$ cat src/rtl/vga_timing_pkg.sv
// vga_timing_pkg: shared 640x480@72 Hz raster constants and the coordinate type.
// Ports: none (package only).
package vga_timing_pkg;
   localparam int COORD_W = 10;
   typedef logic [COORD_W-1:0] coord_t;
   localparam int H_ACTIVE = 640;
   localparam int H_FP     = 24;
   localparam int H_SYNC   = 40;
   localparam int H_BP     = 128;
   localparam int H_TOTAL  = H_ACTIVE + H_FP + H_SYNC + H_BP;
   localparam int V_ACTIVE = 480;
   localparam int V_FP     = 9;
   localparam int V_SYNC   = 3;
   localparam int V_BP     = 28;
   localparam int V_TOTAL  = V_ACTIVE + V_FP + V_SYNC + V_BP;
   localparam logic SYNC_ACTIVE_LOW = 1'b0;
endpackage

$ cat src/rtl/vga_timing_sync_delay.sv
// sync_delay: DEPTH-stage shift register with reset value RST_VAL; DEPTH=0 is a wire.
// Ports: px_clk clock, reset_n sync active-low reset, d input word, q d delayed DEPTH clocks.
module sync_delay #(
   parameter int WIDTH = 2,
   parameter int DEPTH = 2,
   parameter logic [WIDTH-1:0] RST_VAL = '0
) (
   input  logic             px_clk,
   input  logic             reset_n,
   input  logic [WIDTH-1:0] d,
   output logic [WIDTH-1:0] q
);
   if (DEPTH == 0) begin : g_wire
      assign q = d;
   end else begin : g_sr
      logic [WIDTH-1:0] sr [DEPTH];
      always_ff @(posedge px_clk) begin
         if (!reset_n) begin
            for (int i = 0; i < DEPTH; i++) sr[i] <= RST_VAL;
         end else begin
            sr[0] <= d;
            for (int i = 1; i < DEPTH; i++) sr[i] <= sr[i-1];
         end
      end
      assign q = sr[DEPTH-1];
   end
endmodule

$ cat src/rtl/vga_timing.sv
// vga_timing: free-running VGA raster counters with registered coordinate, blanking and sync decode.
// Ports: px_clk pixel clock, reset_n sync active-low reset, x_px/y_px pixel coordinate,
//        activevideo visible-area flag, hsync/vsync aligned syncs, hsync_d/vsync_d syncs delayed
//        SYNC_DELAY clocks, line_start/frame_start one-cycle strobes at x=0 / (0,0).
module vga_timing
   import vga_timing_pkg::coord_t;
   import vga_timing_pkg::COORD_W;
#(
   parameter int   H_ACTIVE   = vga_timing_pkg::H_ACTIVE,
   parameter int   H_FP       = vga_timing_pkg::H_FP,
   parameter int   H_SYNC     = vga_timing_pkg::H_SYNC,
   parameter int   H_BP       = vga_timing_pkg::H_BP,
   parameter int   V_ACTIVE   = vga_timing_pkg::V_ACTIVE,
   parameter int   V_FP       = vga_timing_pkg::V_FP,
   parameter int   V_SYNC     = vga_timing_pkg::V_SYNC,
   parameter int   V_BP       = vga_timing_pkg::V_BP,
   parameter logic HSYNC_POL  = vga_timing_pkg::SYNC_ACTIVE_LOW,
   parameter logic VSYNC_POL  = vga_timing_pkg::SYNC_ACTIVE_LOW,
   parameter int   SYNC_DELAY = 2
) (
   input  logic               px_clk,
   input  logic               reset_n,
   output logic [COORD_W-1:0] x_px,
   output logic [COORD_W-1:0] y_px,
   output logic               activevideo,
   output logic               hsync,
   output logic               vsync,
   output logic               hsync_d,
   output logic               vsync_d,
   output logic               line_start,
   output logic               frame_start
);
   localparam int H_TOTAL = H_ACTIVE + H_FP + H_SYNC + H_BP;
   localparam int V_TOTAL = V_ACTIVE + V_FP + V_SYNC + V_BP;
   if (H_TOTAL > 2**COORD_W || V_TOTAL > 2**COORD_W) begin : g_width_check
      $error("vga_timing: raster totals exceed the coordinate width");
   end
   localparam coord_t H_ACT   = coord_t'(H_ACTIVE);
   localparam coord_t H_LAST  = coord_t'(H_TOTAL - 1);
   localparam coord_t HS_BEG  = coord_t'(H_ACTIVE + H_FP);
   localparam coord_t HS_END  = coord_t'(H_ACTIVE + H_FP + H_SYNC);
   localparam coord_t V_ACT   = coord_t'(V_ACTIVE);
   localparam coord_t V_LAST  = coord_t'(V_TOTAL - 1);
   localparam coord_t VS_BEG  = coord_t'(V_ACTIVE + V_FP);
   localparam coord_t VS_END  = coord_t'(V_ACTIVE + V_FP + V_SYNC);
   coord_t h, v;
   logic   h_last;
   assign h_last = h == H_LAST;
   // Outputs are decoded from the pre-increment (h,v) so every output describes the same pixel.
   always_ff @(posedge px_clk) begin
      if (!reset_n) begin
         h           <= '0;
         v           <= '0;
         x_px        <= '0;
         y_px        <= '0;
         activevideo <= 1'b0;
         line_start  <= 1'b0;
         frame_start <= 1'b0;
         hsync       <= ~HSYNC_POL;
         vsync       <= ~VSYNC_POL;
      end else begin
         h           <= h_last ? '0 : h + coord_t'(1);
         v           <= h_last ? (v == V_LAST ? '0 : v + coord_t'(1)) : v;
         x_px        <= h;
         y_px        <= v;
         activevideo <= h < H_ACT && v < V_ACT;
         line_start  <= h == '0;
         frame_start <= h == '0 && v == '0;
         hsync       <= (h >= HS_BEG && h < HS_END) ? HSYNC_POL : ~HSYNC_POL;
         vsync       <= (v >= VS_BEG && v < VS_END) ? VSYNC_POL : ~VSYNC_POL;
      end
   end
   // Matches the renderer's colour pipeline so sync and colour leave together.
   sync_delay #(
      .WIDTH  (2),
      .DEPTH  (SYNC_DELAY),
      .RST_VAL({~HSYNC_POL, ~VSYNC_POL})
   ) u_sync_delay (
      .px_clk (px_clk),
      .reset_n(reset_n),
      .d      ({hsync, vsync}),
      .q      ({hsync_d, vsync_d})
   );
endmodule

$ cat config.mk
export PLATFORM = sky130hd
export DESIGN_NAME = vga_timing
export DESIGN_NICKNAME = d
export VERILOG_FILES = /design/src/rtl/vga_timing_pkg.sv /design/src/rtl/vga_timing_sync_delay.sv /design/src/rtl/vga_timing.sv
export SDC_FILE = /design/constraint.sdc
export NUM_CORES = 1
export LEC_CHECK = 0
export BUFFER_PORTS_ARGS = -buffer_cell sky130_fd_sc_hd__buf_4
export CAP_MARGIN = 20
export CORE_MARGIN = 4
export CORE_UTILIZATION = 27
export CTS_CLUSTER_SIZE = 28
export DETAILED_ROUTE_END_ITERATION = 7
export SLEW_MARGIN = 25
export SYNTH_ARGS = -nofsm -noshare
export SYNTH_HDL_FRONTEND = slang
export SYNTH_HIERARCHICAL = 1
export SYNTH_SLANG_ARGS = --single-unit
export TNS_END_PERCENT = 30
$ cat constraint.sdc
create_clock -name px_clk -period 2.15 [get_ports px_clk]
set_input_delay 0.1075 -clock px_clk [delete_from_list [all_inputs] [get_ports px_clk]]
set_output_delay 0.1075 -clock px_clk [all_outputs]
set_load 0.02 [all_outputs]
; Word-level counts from Yosys, hierarchy flattened
; Memories as Yosys holds them, arrays and structs flattened.
; Index checks and enable logic that the tools add are counted.
[totals]
output_inout_bits = 27
inputBits = 2
memories = 1
reg_bits = 45
ram_bits = 4
elab_cells = 37
latch_bits = 0
romBits = 0
[memory_table]
columns = memory, words, word_bits, rd, rd_clocked_by_memory_dff, wr, line_no
row1 = u_sync_delay.g_sr.sr, 2, 2, 2, 0, 2, vga_timing_sync_delay.sv:16  ; logic [WIDTH-1:0] sr [DEPTH];
[op_classes]
magnitude_cmp = 6
n_mux = 7
eq_ne = 2
n_div = 0
n_mul = 0
shifts = 0
reduce_logical = 7
bitwise_logic = 3
addsub = 2
[op_table]
columns = operator, count
row1 = "adder 10 x 1 -> 10 bit, second input constant", 2
row2 = "== test 10 bit, second input constant", 2
row3 = zero test 10 bit, 2
row4 = "< comparator 10 bit, second input constant", 2
row5 = "< comparator 10 x 9 -> 1 bit, second input constant", 2
row6 = "greater-or-equal comparator 10 bit, second input constant", 1
row7 = "greater-or-equal comparator 10 x 9 -> 1 bit, second input constant", 1
row8 = 2-to-1 mux 10 bit, 1
row9 = logical AND 1 bit, 4
row10 = 2-to-1 mux 1 bit, 4
row11 = 2-to-1 mux 2 bit, 2
row12 = OR 1 bit, 2
row13 = OR reduction 2 bit, 1
row14 = inverter 1 bit, 1

; Logic depth before layout (Yosys ltp)
[logic_depth]
depth_word = 3
depth_mapped = 5
mapped_depth_nobuf = 5

; Cells and area by module
; The synthesis kept the hierarchy.
[modules_own_cells]
columns = mod, seq_area_each_um2, area_each_um2, n_inst, cells_per_inst
row1 = vga_timing, 900.9, 1700.4, 1, 175
row2 = sync_delay, 80.1, 120.1, 1, 10

; Worst setup path after synthesis
; Ideal clock, no wire load.
[synth_path]
kind = reg-to-reg
from = register h[7]
to = register v[7]
setup_time_ps = 71
t_arrival_ps = 1825
setup_slack_ps = 253
period_less_slack_ps = 1897
n_path_buf = 1
path_stages_with_launch = 6
required_time_ps = 2079
path_cell_list = dfxtp_1 clkbuf_1 or3b_1 or4_4 or3_1 a21oi_1
[synth_via]
elab_chain_cells = 1
[synth_rtl]
columns = item, line_no
row1 = "start, declared", vga_timing.sv:46  ; coord_t h, v;
row2 = "start signal, assigned", vga_timing.sv:62  ; h <= h_last ? '0 : h + coord_t'(1);
row3 = == test 10 bit, vga_timing.sv:48  ; assign h_last = h == H_LAST;
row4 = "end signal, assigned", vga_timing.sv:63  ; v <= h_last ? (v == V_LAST ? '0 : v + coord_t'(1)) : v;
row5 = "end, declared", vga_timing.sv:46
; Every way passes these cells.
; A chain may end at the register's enable or synchronous reset.

; Worst setup path after layout
; Same ends and word-level chain as after synthesis.

==> flow_summary.json <==
{
  "synth_top_area_frac": 0.539,
  "grt_max_degree": 35,
  "cp-end-kind": "flip-flop",
  "period_needed_ns": 1.94,
  "routed_wirelength_mm": 3.52,
  "slew_violations": 0,
  "drc": 0,
  "ys_ff_latch": 49,
  "postCtsSetupBuffers": 0,
  "dr_total_vias": 1335,
  "ios": 29,
  "antenna_found_initial": 0,
  "crit_required_ns": 2.39,
  "path_cells": "or3b_1, or4_4, or3_1, a21oi_1",
  "criticalPathCategory": "reg2reg",
  "synth_area_sq_um": 1820,
  "cpPeakStageDelay_ns": 0.56,
  "tightest_slew_ns": 0.433,
  "clk_path_buf_depth": 2,
  "cp_data_arrival_time_ns": 2.18,
  "drt_pass1_iterations": 4,
  "start_util": 0.282,
  "first_global_vias": 1300,
  "cts_tree": "built",
  "rsz0062_at_grt": "no",
  "routed_via_density": 4.49,
  "core_area_sq_um": 6460,
  "drive_gt1_frac": 0.209,
  "grt.overflow.total": 0,
  "mostFrequentLayoutCell": "dfxtp_1",
  "hpwl_mm": 2.44,
  "drt_iter0_drc": 112,
  "power.leakage_nw": 0.890,
  "max-vdd-ir-drop_uv": 325,
  "whs_ns": 0.145,
  "htreeDepth": 2,
  "p_per_area_nw_per_um2": 736,
  "synth_fp_nets": 193,
  "path_max_fanout": 8,
  "fin_setup_tns_ns": 0,
  "synth_edf_count": 0,
  "hold_viol_final": 0,
  "grt.total_usage": 0.0944,
  "ys_async_sr_fraction": 0,
  "numCtsBuffers": 5,
  "fmax_mhz": 516,
  "design_area_sq_um": 2260,
  "cap_violations": 0,
  "diodes": 0,
  "fin_crit_sh": 0.902,
  "dpl_cell_area_sq_um": 2140,
  "crit_slowest_cell": "or4_4",
  "clk_pin_slew_ns": 0.09,
  "die-area_sq_um": 8120,
  "clock-sinks": 49,
  "clk_latency_ns": 0.30,
  "rows": 29,
  "rrSetupSlack_ns": 0.21,
  "worstHoldPathType": "in2reg",
  "ys_warn_count": 6,
  "grt_first_pass_wirelength_mm": 6.09,
  "critPathTopFamily": "simple AND/OR/NAND/NOR gates",
  "port_buffers": 28,
  "path_buf_inv": 0,
  "synthCells": 185,
  "postSynthAreaPerCell_sq_um": 9.84,
  "maxSlewHeadroom": 0.709,
  "cp-start-kind": "flip-flop",
  "finClkSkew_ns": 0.0110,
  "synthTopCellsByArea": "dfxtp_1 (54%), and2_1 (7.9%), ha_1 (4.1%)",
  "die_w_um": 90.1,
  "wl_per_cell_um": 11.9,
  "synth_ff_type": "dfxtp_1",
  "setup_viol": 0,
  "gp_congestion": 0.754,
  "cts.hold.buffers_added": 0,
  "cts-resized-gates": 0,
  "status": "finished clean",
  "ant_nets": 0,
  "layout_common_cells": "dfxtp_1 (49), buf_4 (35), and2_1 (23)",
  "area_growth_pct": 24.3,
  "nNetsFinal": 227,
  "dieHeight_um": 90.1,
  "ys_types": 31,
  "synth_largest_area_cell": "dfxtp_1",
  "ctsRootBufferMaster": "clkbuf_8",
  "yosysSeqAreaShare": 0.539
}
## Yosys cell counts, types with 2 or more instances
cell / instances
xor2_1: 4
and2_1: 23
mux2_2: 2
a21oi_1: 4
nand3_1: 6
o21ai_0: 5
nand4_1: 3
or4_1: 3
nor3_1: 3
nand2b_1: 5
clkbuf_1: 6
xnor2_1: 7
nor2_1: 17
dfxtp_1: 49
nor2b_1: 3
or3_1: 4
nor4_1: 5
buf_4: 2
nand2_1: 10
inv_1: 7
mux2i_1: 2
ha_1: 6
## area by class of cell
cell class / instances / area [sq um]
Inverter: 7 / 26.3
Timing Repair Buffer: 35 / 263
Clock inverter: 2 / 37.5
Clock buffer: 6 / 82.6
Fill cell: 649 / 4200
Sequential cell: 49 / 981
Tap cell: 77 / 96.3
Multi-Input combinational cell: 121 / 776
## through the flow
| stage | worst slack, ns | utilization | total power, W | cells |
|---|---|---|---|---|
| 2_1_floorplan | 0.253 | - | 0.000983 | 185 |
| 4_1_cts | 0.201 | 0.350 | 0.00169 | 297 |
| 6_report | 0.211 | 0.350 | 0.00166 | 297 |
| 5_1_grt | 0.0738 | 0.350 | 0.00174 | 297 |
| 3_3_place_gp | 0.284 | 0.332 | 0.00101 | 289 |
| 3_5_place_dp | 0.217 | 0.332 | 0.00101 | 289 |
## power by group
group          switching [W]  internal, W  total (W)
registers         0.00000750     0.000919   0.000927
logic              0.0000358    0.0000246  0.0000604
clock network       0.000299     0.000378   0.000677
## registers in the layout, indices dropped and copies added, names as in the netlist
register	cells
y_px	10
line_start	1
x_px	10
h	10
hsync	1
v	10
frame_start	1
u_sync_delay/g_sr.sr	4
vsync	1
activevideo	1
## routing by layer
metal,up-vias,global-route usage,share of wire
li1,678,-,-
met1,624,0.106,0.45
met3,5,0.0426,0.060
met2,28,0.149,0.47
met5,-,0,0
met4,0,0.0510,0.020
## path summary, 6_finish.rpt
kind / startpoint / to / cells after the start
setup reg to reg: h[7]$_SDFF_PP0_ / v[7]$_SDFFE_PN0N_ / 4
hold / removal: reset_n / u_sync_delay/g_sr.sr[0][2]$_SDFF_PN1_ / 2
hold reg to reg: u_sync_delay/g_sr.sr[0][1]$_SDFF_PN1_ / u_sync_delay/g_sr.sr[0][3]$_SDFF_PN1_ / 1
setup / recovery: h[7]$_SDFF_PP0_ / v[7]$_SDFFE_PN0N_ / 4
## logic make-up after synthesis
group	count (synthesis)	share of synthesized area
DFF	49	0.539
xor gates and xnor gates	11	0.0529
AOI/OAI and AO/OA	11	0.0330
buffers and inverters	15	0.0351
muxes	4	0.0234
and+or+nand+nor	89	0.276
adders and majority gates	6	0.0412
(Power assumes the default switching activity.)
